`src/rtl/r32i_pkg.sv`:
```
// Shared RV32I decode definitions: base opcodes, instruction formats and ID buffer states.
package r32i_pkg;

  localparam int REG_ADDR_W = 5;

  localparam logic [6:0] OP       = 7'h33;
  localparam logic [6:0] OP_IMM   = 7'h13;
  localparam logic [6:0] LOAD     = 7'h03;
  localparam logic [6:0] STORE    = 7'h23;
  localparam logic [6:0] BRANCH   = 7'h63;
  localparam logic [6:0] JAL      = 7'h6F;
  localparam logic [6:0] JALR     = 7'h67;
  localparam logic [6:0] LUI      = 7'h37;
  localparam logic [6:0] AUIPC    = 7'h17;
  localparam logic [6:0] SYSTEM   = 7'h73;
  localparam logic [6:0] MISC_MEM = 7'h0F;

  typedef enum logic [2:0] {
    FMT_R = 3'd0,
    FMT_I = 3'd1,
    FMT_S = 3'd2,
    FMT_B = 3'd3,
    FMT_U = 3'd4,
    FMT_J = 3'd5
  } fmt_t;

  typedef enum logic {
    BUF_EMPTY = 1'b0,
    BUF_FULL  = 1'b1
  } buf_state_t;

  function automatic logic fmt_uses_rs1(fmt_t f);
    return f inside {FMT_R, FMT_I, FMT_S, FMT_B};
  endfunction

  function automatic logic fmt_uses_rs2(fmt_t f);
    return f inside {FMT_R, FMT_S, FMT_B};
  endfunction

  function automatic logic fmt_writes_rd(fmt_t f);
    return f inside {FMT_R, FMT_I, FMT_U, FMT_J};
  endfunction

endpackage

```
`src/rtl/decode_r32i_if.sv`:
```
// Decode stage bus: fetch handshake, register-file read addresses, execute handshake, writeback.
interface decode_r32i_if
  import r32i_pkg::*;
#(parameter int dataW = 32);

  logic                  InstrValid;
  logic                  InstrReady;
  logic [31:0]           InstrData;
  logic [dataW-1:0]      InstrPc;
  logic                  Flush;
  logic [dataW-1:0]      RegData1;
  logic [dataW-1:0]      RegData2;
  logic                  ExValid;
  logic                  ExReady;
  logic [dataW-1:0]      ExPc;
  logic [REG_ADDR_W-1:0] ExRd;
  logic [dataW-1:0]      ExImm;
  logic [2:0]            ExFormat;
  logic [6:0]            ExOpcode;
  logic [2:0]            ExFunct3;
  logic                  ExFunct7b5;
  logic                  ExRegWrite;
  logic                  ExIllegal;
  logic                  WbValid;
  logic [REG_ADDR_W-1:0] WbAddr;

  modport slave (
    input  InstrValid, InstrData, InstrPc, Flush, ExReady, WbValid, WbAddr,
    output InstrReady, RegData1, RegData2, ExValid, ExPc, ExRd, ExImm, ExFormat,
           ExOpcode, ExFunct3, ExFunct7b5, ExRegWrite, ExIllegal
  );

  modport master (
    output InstrValid, InstrData, InstrPc, Flush, ExReady, WbValid, WbAddr,
    input  InstrReady, RegData1, RegData2, ExValid, ExPc, ExRd, ExImm, ExFormat,
           ExOpcode, ExFunct3, ExFunct7b5, ExRegWrite, ExIllegal
  );

endinterface

```
`src/rtl/imm_gen_r32i.sv`:
```
// Combinational RV32I format classification, immediate extraction and illegal-opcode detect.
module imm_gen_r32i
  import r32i_pkg::*;
#(parameter int dataW = 32) (
  input  logic [31:0]      instr,
  output fmt_t             format,
  output logic [dataW-1:0] imm,
  output logic             illegal
);

  logic [31:0] imm32;

  always_comb begin
    format  = FMT_R;
    illegal = 1'b0;
    case (instr[6:0])
      OP:                                   format = FMT_R;
      OP_IMM, LOAD, JALR, SYSTEM, MISC_MEM: format = FMT_I;
      STORE:                                format = FMT_S;
      BRANCH:                               format = FMT_B;
      LUI, AUIPC:                           format = FMT_U;
      JAL:                                  format = FMT_J;
      default:                              illegal = 1'b1;
    endcase
  end

  // Illegal opcodes fall through as FMT_R, so their immediate reads as zero.
  always_comb begin
    imm32 = '0;
    case (format)
      FMT_I: imm32 = {{20{instr[31]}}, instr[31:20]};
      FMT_S: imm32 = {{20{instr[31]}}, instr[31:25], instr[11:7]};
      FMT_B: imm32 = {{19{instr[31]}}, instr[31], instr[7], instr[30:25], instr[11:8], 1'b0};
      FMT_U: imm32 = {instr[31:12], 12'b0};
      FMT_J: imm32 = {{11{instr[31]}}, instr[31], instr[19:12], instr[20], instr[30:21], 1'b0};
      default: imm32 = '0;
    endcase
  end

  assign imm = dataW'(signed'(imm32));

endmodule

```
`src/rtl/decode_r32i.sv`:
```
// RV32I ID stage: one-entry instruction buffer, register-file address drive and field decode.
// Defining DECODE_SCOREBOARD_EN adds a pending-write scoreboard that stalls on RAW hazards.
module decode_r32i
  import r32i_pkg::*;
#(parameter int dataW = 32) (
  input  logic          clock,
  input  logic          reset,
  decode_r32i_if.slave  bus
);

  // state     | meaning
  // BUF_EMPTY | no instruction held, fetch may load the buffer
  // BUF_FULL  | instruction held and offered to execute

  buf_state_t            state, state_nxt;
  logic [31:0]           instr_q;
  logic [dataW-1:0]      pc_q;
  logic                  full, accept, issue, hazard;
  fmt_t                  fmt;
  logic [dataW-1:0]      imm;
  logic                  illegal;
  logic [REG_ADDR_W-1:0] rd, rs1, rs2;
  logic                  use_rs1, use_rs2, reg_write;

  always_ff @(posedge clock) begin
    if (reset) state <= BUF_EMPTY;
    else       state <= state_nxt;
  end

  always_comb begin
    state_nxt = state;
    if (bus.Flush)  state_nxt = BUF_EMPTY;
    else if (accept) state_nxt = BUF_FULL;
    else if (issue)  state_nxt = BUF_EMPTY;
  end

  assign full = (state == BUF_FULL);

  always_comb begin
    bus.ExValid    = full && !hazard;
    issue          = full && !hazard && bus.ExReady;
    bus.InstrReady = !full || issue;
    accept         = bus.InstrValid && (!full || issue);
  end

  always_ff @(posedge clock) begin
    if (reset) begin
      instr_q <= '0;
      pc_q    <= '0;
    end else if (accept && !bus.Flush) begin
      instr_q <= bus.InstrData;
      pc_q    <= bus.InstrPc;
    end
  end

  imm_gen_r32i #(.dataW(dataW)) u_imm_gen (
    .instr   (instr_q),
    .format  (fmt),
    .imm     (imm),
    .illegal (illegal)
  );

  assign rd  = instr_q[11:7];
  assign rs1 = instr_q[19:15];
  assign rs2 = instr_q[24:20];

  assign use_rs1   = full && !illegal && fmt_uses_rs1(fmt);
  assign use_rs2   = full && !illegal && fmt_uses_rs2(fmt);
  assign reg_write = full && !illegal && (rd != '0) && fmt_writes_rd(fmt);

  assign bus.RegData1   = use_rs1 ? dataW'(rs1) : '0;
  assign bus.RegData2   = use_rs2 ? dataW'(rs2) : '0;
  assign bus.ExPc       = full ? pc_q : '0;
  assign bus.ExRd       = full ? rd : '0;
  assign bus.ExImm      = full ? imm : '0;
  assign bus.ExFormat   = full ? 3'(fmt) : 3'd0;
  assign bus.ExOpcode   = full ? instr_q[6:0] : 7'd0;
  assign bus.ExFunct3   = full ? instr_q[14:12] : 3'd0;
  assign bus.ExFunct7b5 = full && instr_q[30];
  assign bus.ExRegWrite = reg_write;
  assign bus.ExIllegal  = full && illegal;

`ifdef DECODE_SCOREBOARD_EN
  logic [31:0] pending, pending_nxt;

  // A register issued and retired in the same cycle stays pending: the set is newer.
  always_comb begin
    pending_nxt = pending;
    if (bus.WbValid)        pending_nxt[bus.WbAddr] = 1'b0;
    if (issue && reg_write) pending_nxt[rd]         = 1'b1;
    pending_nxt[0] = 1'b0;
  end

  always_ff @(posedge clock) begin
    if (reset) pending <= '0;
    else       pending <= pending_nxt;
  end

  assign hazard = (use_rs1 && pending[rs1]) || (use_rs2 && pending[rs2]);
`else
  logic unused_wb;
  assign unused_wb = ^{bus.WbValid, bus.WbAddr};
  assign hazard    = 1'b0;
`endif

endmodule
```
`src/flat_wrapper.sv`:
```
// flat-port wrapper written by rule: the top's interface ports become plain ports
module decode_r32i_flat import r32i_pkg::*;
#(parameter int dataW = 32)
  (clock, reset, bus_InstrValid, bus_InstrData, bus_InstrPc, bus_Flush, bus_ExReady, bus_WbValid, bus_WbAddr, bus_InstrReady, bus_RegData1, bus_RegData2, bus_ExValid, bus_ExPc, bus_ExRd, bus_ExImm, bus_ExFormat, bus_ExOpcode, bus_ExFunct3, bus_ExFunct7b5, bus_ExRegWrite, bus_ExIllegal);
  decode_r32i_if #(.dataW(dataW)) bus_i ();
  input  logic clock;
  input  logic reset;
  input wire logic [$bits(bus_i.InstrValid)-1:0] bus_InstrValid;
  input wire logic [$bits(bus_i.InstrData)-1:0] bus_InstrData;
  input wire logic [$bits(bus_i.InstrPc)-1:0] bus_InstrPc;
  input wire logic [$bits(bus_i.Flush)-1:0] bus_Flush;
  input wire logic [$bits(bus_i.ExReady)-1:0] bus_ExReady;
  input wire logic [$bits(bus_i.WbValid)-1:0] bus_WbValid;
  input wire logic [$bits(bus_i.WbAddr)-1:0] bus_WbAddr;
  output wire logic [$bits(bus_i.InstrReady)-1:0] bus_InstrReady;
  output wire logic [$bits(bus_i.RegData1)-1:0] bus_RegData1;
  output wire logic [$bits(bus_i.RegData2)-1:0] bus_RegData2;
  output wire logic [$bits(bus_i.ExValid)-1:0] bus_ExValid;
  output wire logic [$bits(bus_i.ExPc)-1:0] bus_ExPc;
  output wire logic [$bits(bus_i.ExRd)-1:0] bus_ExRd;
  output wire logic [$bits(bus_i.ExImm)-1:0] bus_ExImm;
  output wire logic [$bits(bus_i.ExFormat)-1:0] bus_ExFormat;
  output wire logic [$bits(bus_i.ExOpcode)-1:0] bus_ExOpcode;
  output wire logic [$bits(bus_i.ExFunct3)-1:0] bus_ExFunct3;
  output wire logic [$bits(bus_i.ExFunct7b5)-1:0] bus_ExFunct7b5;
  output wire logic [$bits(bus_i.ExRegWrite)-1:0] bus_ExRegWrite;
  output wire logic [$bits(bus_i.ExIllegal)-1:0] bus_ExIllegal;
  assign bus_i.InstrValid = bus_InstrValid;
  assign bus_i.InstrData = bus_InstrData;
  assign bus_i.InstrPc = bus_InstrPc;
  assign bus_i.Flush = bus_Flush;
  assign bus_i.ExReady = bus_ExReady;
  assign bus_i.WbValid = bus_WbValid;
  assign bus_i.WbAddr = bus_WbAddr;
  assign bus_InstrReady = bus_i.InstrReady;
  assign bus_RegData1 = bus_i.RegData1;
  assign bus_RegData2 = bus_i.RegData2;
  assign bus_ExValid = bus_i.ExValid;
  assign bus_ExPc = bus_i.ExPc;
  assign bus_ExRd = bus_i.ExRd;
  assign bus_ExImm = bus_i.ExImm;
  assign bus_ExFormat = bus_i.ExFormat;
  assign bus_ExOpcode = bus_i.ExOpcode;
  assign bus_ExFunct3 = bus_i.ExFunct3;
  assign bus_ExFunct7b5 = bus_i.ExFunct7b5;
  assign bus_ExRegWrite = bus_i.ExRegWrite;
  assign bus_ExIllegal = bus_i.ExIllegal;
  decode_r32i #(.dataW(dataW)) u_core (.clock(clock), .reset(reset), .bus(bus_i));
endmodule
```
`config.mk`:
```
export PLATFORM = sky130hd
export DESIGN_NAME = decode_r32i_flat
export DESIGN_NICKNAME = d
export VERILOG_FILES = /design/src/rtl/r32i_pkg.sv /design/src/rtl/decode_r32i_if.sv /design/src/rtl/imm_gen_r32i.sv /design/src/rtl/decode_r32i.sv /design/src/flat_wrapper.sv
export SDC_FILE = /design/constraint.sdc
export NUM_CORES = 1
export LEC_CHECK = 0
export CAP_MARGIN = 15
export CORE_ASPECT_RATIO = 1.1
export CORE_UTILIZATION = 45
export CTS_CLUSTER_DIAMETER = 30
export DETAILED_ROUTE_END_ITERATION = 16
export DONT_BUFFER_PORTS = 1
export SKIP_LAST_GASP = 1
export SYNTH_ARGS = -nofsm -noshare
export SYNTH_HDL_FRONTEND = slang
export SYNTH_SLANG_ARGS = --single-unit
```
`constraint.sdc`:
```
create_clock -name clock -period 1.8 [get_ports clock]
set_input_delay 0.36 -clock clock [delete_from_list [all_inputs] [get_ports clock]]
set_output_delay 0.36 -clock clock [all_outputs]
set_load 0.01 [all_outputs]
```
==> reports/results.ini, run 1 <==
[synth]
ys.flop_type = dfxtp_1
synth_area_um2 = 3870
ys_ff_latch = 65
post-synth-top-count-cell = nand2_1
async_reset_ff_frac = 0
netlist.area_leader.share = 0.336
synth-edff-count = 0
synth_top_area_cell = dfxtp_1
yosysWarnings = 0
ys_types = 50
synthTopCellsByArea = dfxtp_1 (34%), nand2_1 (15%), buf_4 (11%)
syn_area_per_cell_um2 = 7.21
syn-instance-count = 537
ys_top_cells_by_count = nand2_1 (155), a21oi_1 (82), dfxtp_1 (65), and2_1 (63), buf_4 (55)
yosysSeqAreaShare = 0.336

[floorplan]
rows = 35
fp.dieW_um = 90.4
io_pins = 226
dieArea_um2 = 8980
die_h_um = 99.3
start_util = 0.463
core_um2 = 8360

[sta]
hold_violations = 0
fmax_mhz = 407
post-route-period-util = 1.37
tns_ps = -23920
rsz0062_at_grt = yes
final_max_slew_viol_count = 0
fin_ws_ps = -657
period_needed_ps = 2460
finalSetupViolCount = 47
clock_skew_ps = 11.3

[status]
violations = setup timing
status = complete, but fails checks

[critical_path]
crit_required_ps = 1440
end_kind = primary output
timing.rr.end = u_core.instr_q[2]
worstPathArrival_ps = 2100
path_max_fanout = 5
r2r_slack_ps = 210
regToRegStartpoint = u_core.bus.ExValid
crit_type = flip-flop to primary output
cp-start-kind = flip-flop
worstRegToRegCells = 8

[global_route]
grt_pass1_wl_um = 17000
track_usage = 0.238
grt.overflow.total = 0
antenna_found_initial = 0
grt_pass1_vias = 3354
grt_max_degree = 66

[drt]
drt_wl_total_um = 10900
ant_nets = 0
drcViolationCount = 0
num_vias = 3549
dr.pass1.iters = 4
wl_per_cell_um = 15.3
drt-initial-drc-count = 167
vias_per_cell = 5.01

[hold_path]
whs_path_depth = 1
min_to = u_core.instr_q[28]
hp-start = reset
min_path_type = input pin to flip-flop

[clocking]
clk_pin_slew_worst_paths_ps = 80
cts.htree.levels = 3
cts_buffers = 9
cts_max_path_buffers = 2
cts_sinks = 65
clock_latency_ps = 330
cts_tree = yes
cts-root-buf = clkbuf_8

[power]
p_sw_uw = 839
p_total_mw = 3.21
netSwitchingFraction = 0.261
intPower_mw = 2.37
leakagePower_nw = 1.88
seqPwrFrac = 0.487
clkPwrFrac = 0.386
comb_power_share = 0.127
p_per_area_nw_per_um2 = 648
peakVddDrop_mv = 0.426

[place]
dp.cells = 673
post-dp-hpwl_um = 7500
dp_slack_ps = -295
gp_congestion = 0.830
io_buffers = 0

[final_layout]
fin_nets = 669
fin_cells = 709
fillers = 754
area_growth_pct = 27.9
multiInputGateArea_um2 = 2500
seqCellArea_um2 = 1320
drive_gt1_frac = 0.321
n_antenna_cell = 0

[job]
cap_violations = 0

layer usage:
| metal | share of wire | track usage | up-vias | wire length [um] |
|---|---|---|---|---|
| li1 | - | - | 1741 | - |
| met3 | 0.059 | 0.0627 | 16 | 645 |
| met2 | 0.51 | 0.423 | 139 | 5510 |
| met4 | 0.015 | 0.0732 | 0 | 167 |
| met5 | 0 | 0 | - | 0 |
| met1 | 0.42 | 0.282 | 1653 | 4560 |
cells in the final DEF (no fill, tap or decap), types with 2 or more instances in the layout:
cell type / instances
dfxtp_4: 3
buf_2: 2
a21oi_1: 65
and2_1: 45
a21oi_4: 6
buf_12: 3
inv_1: 4
or3b_1: 4
clkbuf_8: 11
nand2_2: 5
dfxtp_2: 4
nand3_1: 2
conb_1: 54
and2b_1: 2
nand2_1: 151
buf_4: 54
buf_6: 23
inv_2: 2
nor2_1: 5
nor4_1: 2
dfxtp_1: 58
a21oi_2: 23
clkinv_2: 2
nor2_2: 5
and2_4: 18
nor2_4: 7
nand3b_1: 2
nand2b_4: 2
worst max-delay path by stage:
stage                     depth (start not counted)       endpoint               from
after floorplan                                   7  bus_ExImm[14]  u_core.instr_q[5]
after global placement                            6  bus_ExImm[13]  u_core.instr_q[5]
after detailed placement                          6  bus_ExImm[14]  u_core.instr_q[5]
after CTS                                         7  bus_ExImm[20]  u_core.instr_q[5]
after global routing                              7  bus_ExImm[29]  u_core.instr_q[3]
final                                             7  bus_ExImm[28]  u_core.instr_q[5]
registers in the layout (all words and copies together) (netlist names):
| register | cells |
|---|---|
| u_core.instr_q | 32 |
| u_core.pc_q | 32 |
| u_core.bus.ExValid | 1 |
worst max-delay path: stages, from the launching register on:
cell     delay, ps
dfxtp_2        350
or3b_4         430
a21oi_4        140
a311o_1        190
nand4_1        160
buf_4          180
buf_6          130
a21oi_2        180
cells by family after synthesis:
group	synth area share
flops	0.336
other cells	0.000969
compound gates	0.168
buf+inv	0.157
simple gates	0.336
xor+xnor	0.00226
final cells by class:
class                           count  area share
Clock buffer                       12      0.0313
Clock inverter                      3     0.00808
Inverter                            6     0.00455
Multi-Input combinational cell    428       0.505
Sequential cell                    65       0.266
Tap cell                          111      0.0280
Timing Repair Buffer               84       0.157
power by group through the flow:
stage | Clock, mW | Combinational, mW | Sequential [mW]
4_1_cts | 1.27 | 0.388 | 1.56
2_1_floorplan | 0 | 0.361 | 1.57
6_report | 1.24 | 0.409 | 1.56
3_5_place_dp | 0 | 0.338 | 1.59
3_3_place_gp | 0 | 0.333 | 1.59
5_1_grt | 1.35 | 0.452 | 1.57
stage by stage:
step                      area, um2   util  hold WS, ps
after floorplan                4090      -          432
after global placement         4150  0.496          432
after detailed placement       4150  0.496          435
after CTS                      4830  0.577         64.8
after global routing           4950  0.592         52.7
final                          4950  0.592         89.9
timing repair:
action / 4_1_cts / 5_1_grt
resized for setup: 88 / 24
pin swaps: 21 / 15
cloned: 2 / 2
hold endpoints to repair: 0 / 0
endpoints found under the setup margin: 48 / 79
setup buffers: 15 / 6
hold buffers: 0 / 0
No activity file was read; power rests on OpenSTA's default activity.
==> run 2: changes to the inputs <==
- clock period: 1.8 -> 3.04 ns (I/O delays scaled with it)
==> run 2 against run 1 <==
The run now ends clean. Design area down 18%. Routed wire length down 13%. Clock skew shrank 7.3 ps. Largest cell class unchanged.
==> reports/results.ini, run 2 (synthesized netlist as in run 1, its figures left out) <==
[global_route]
antenna_found_initial = 0
track_usage = 0.204
grt_pass1_wl_um = 14500
grt_pass1_vias = 2928
grt.overflow.total = 0
grt_max_degree = 66

[status]
status = finished clean

[clocking]
clock_latency_ps = 330
cts_buffers = 9
hold_buffers = 0
cts_max_path_buffers = 2
cts.htree.levels = 3
cts-root-buf = clkbuf_8
cts_setup_buffers = 0
clk_pin_slew_worst_paths_ps = 70
cts_resized = 0
cts_sinks = 65
cts_tree = yes

[final_layout]
postLayoutCoreUtil = 0.483
layout_common_cells = nand2_1 (155), a21oi_1 (82), dfxtp_1 (65), and2_1 (63), conb_1 (54)
fin_cells = 653
fillers = 865
fin_nets = 612
n_antenna_cell = 0
final_common_cell = nand2_1
drive_gt1_frac = 0.131
area_growth_pct = 4.36

[place]
gp_congestion = 0.823
post-dp-hpwl_um = 6760
dp.cells = 637
io_buffers = 0

[critical_path]
crit_type = flip-flop to primary output
crit_required_ps = 2430
cp-start-kind = flip-flop
end_kind = primary output
regToRegStartpoint = u_core.bus.ExValid
worstPathArrival_ps = 2240
startpoint = u_core.instr_q[5]
path_max_fanout = 12

[hold_path]
hp-start = reset
min_path_type = input pin to flip-flop

[job]
cap_violations = 0

[sta]
period_needed_ps = 2850
post-route-period-util = 0.937
final_max_slew_viol_count = 0
tns_ps = 0
finalSetupViolCount = 0
clock_skew_ps = 3.98
rsz0062_at_grt = no
hold_violations = 0
fmax_mhz = 351
slew_headroom = 0.539
tightest_slew_ps = 688

[drt]
wl_per_cell_um = 14.6
drt-initial-drc-count = 91
num_vias = 3305
dr.pass1.iters = 4
vias_per_cell = 5.06
drcViolationCount = 0
drt_wl_total_um = 9510
ant_nets = 0

[power]
leakagePower_nw = 1.50
p_per_area_nw_per_um2 = 450
peakVddDrop_mv = 0.331

[floorplan]
die_h_um = 99.3
core_um2 = 8360
fp.dieW_um = 90.4
rows = 35
dieArea_um2 = 8980
start_util = 0.463
io_pins = 226

## run 2: cell count changes in the layout (fill, tap and decap cells not counted), moves of 11 or more
cell,before,now
a21oi_1,65,82
buf_6,23,0
and2_1,45,63
nor2_1,5,16
a21oi_2,23,11
buf_4,54,26
and2_4,18,0
## run 2: worst max-delay path: stages, from the launching register on
cell and delay (ps):
dfxtp_1 580, and2b_1 260, nor4_1 230, a311o_1 190, nand4_1 120, buf_4 230, a21oi_1 140, buf_4 140
## run 2: per-layer routing
layer | vias to the layer above | global-route usage | routed length (um)
met5 | - | 0 | 0
met4 | 0 | 0.0868 | 106
met3 | 10 | 0.0535 | 701
met2 | 135 | 0.334 | 4630
met1 | 1534 | 0.253 | 4070
li1 | 1626 | - | -
## run 2: cell type report
| type | count | area [um2] | share of cell area |
|---|---|---|---|
| well taps | 111 | 139 | 0.0344 |
| flip-flops and latches | 65 | 1300 | 0.322 |
| clock inverters | 6 | 57.6 | 0.0142 |
| repair buffers | 27 | 215 | 0.0533 |
| clock buffers | 10 | 138 | 0.0341 |
| multi-input cells | 428 | 2170 | 0.536 |
| inverters | 6 | 22.5 | 0.00557 |
## run 2: worst paths after layout
kind / end / slack, ps / cells past startpoint
worst max-delay path: bus_ExImm[20] / 190 / 7
worst min register to register: u_core.pc_q[4] / 450 / 2
worst max register to register: u_core.instr_q[23] / 760 / 8
worst min-delay path: u_core.instr_q[15] / 330 / 1
## run 2: power breakdown
part / switching, mW / internal [mW]
clock: 0.331 / 0.395
sequential: 0.0339 / 0.892
combinational: 0.116 / 0.0528
total: 0.481 / 1.34
## run 2: stage by stage
| step | total power [mW] | hold slack (ps) | worst slack, ps | instance area [um2] |
|---|---|---|---|---|
| CTS | 1.84 | 311 | 204 | 4040 |
| global route | 1.91 | 311 | 23.2 | 4040 |
| floorplan | 1.14 | 432 | 932 | 4070 |
| detailed placement | 1.12 | 440 | 587 | 3840 |
| finish | 1.82 | 333 | 193 | 4040 |
| global placement | 1.11 | 432 | 596 | 3840 |
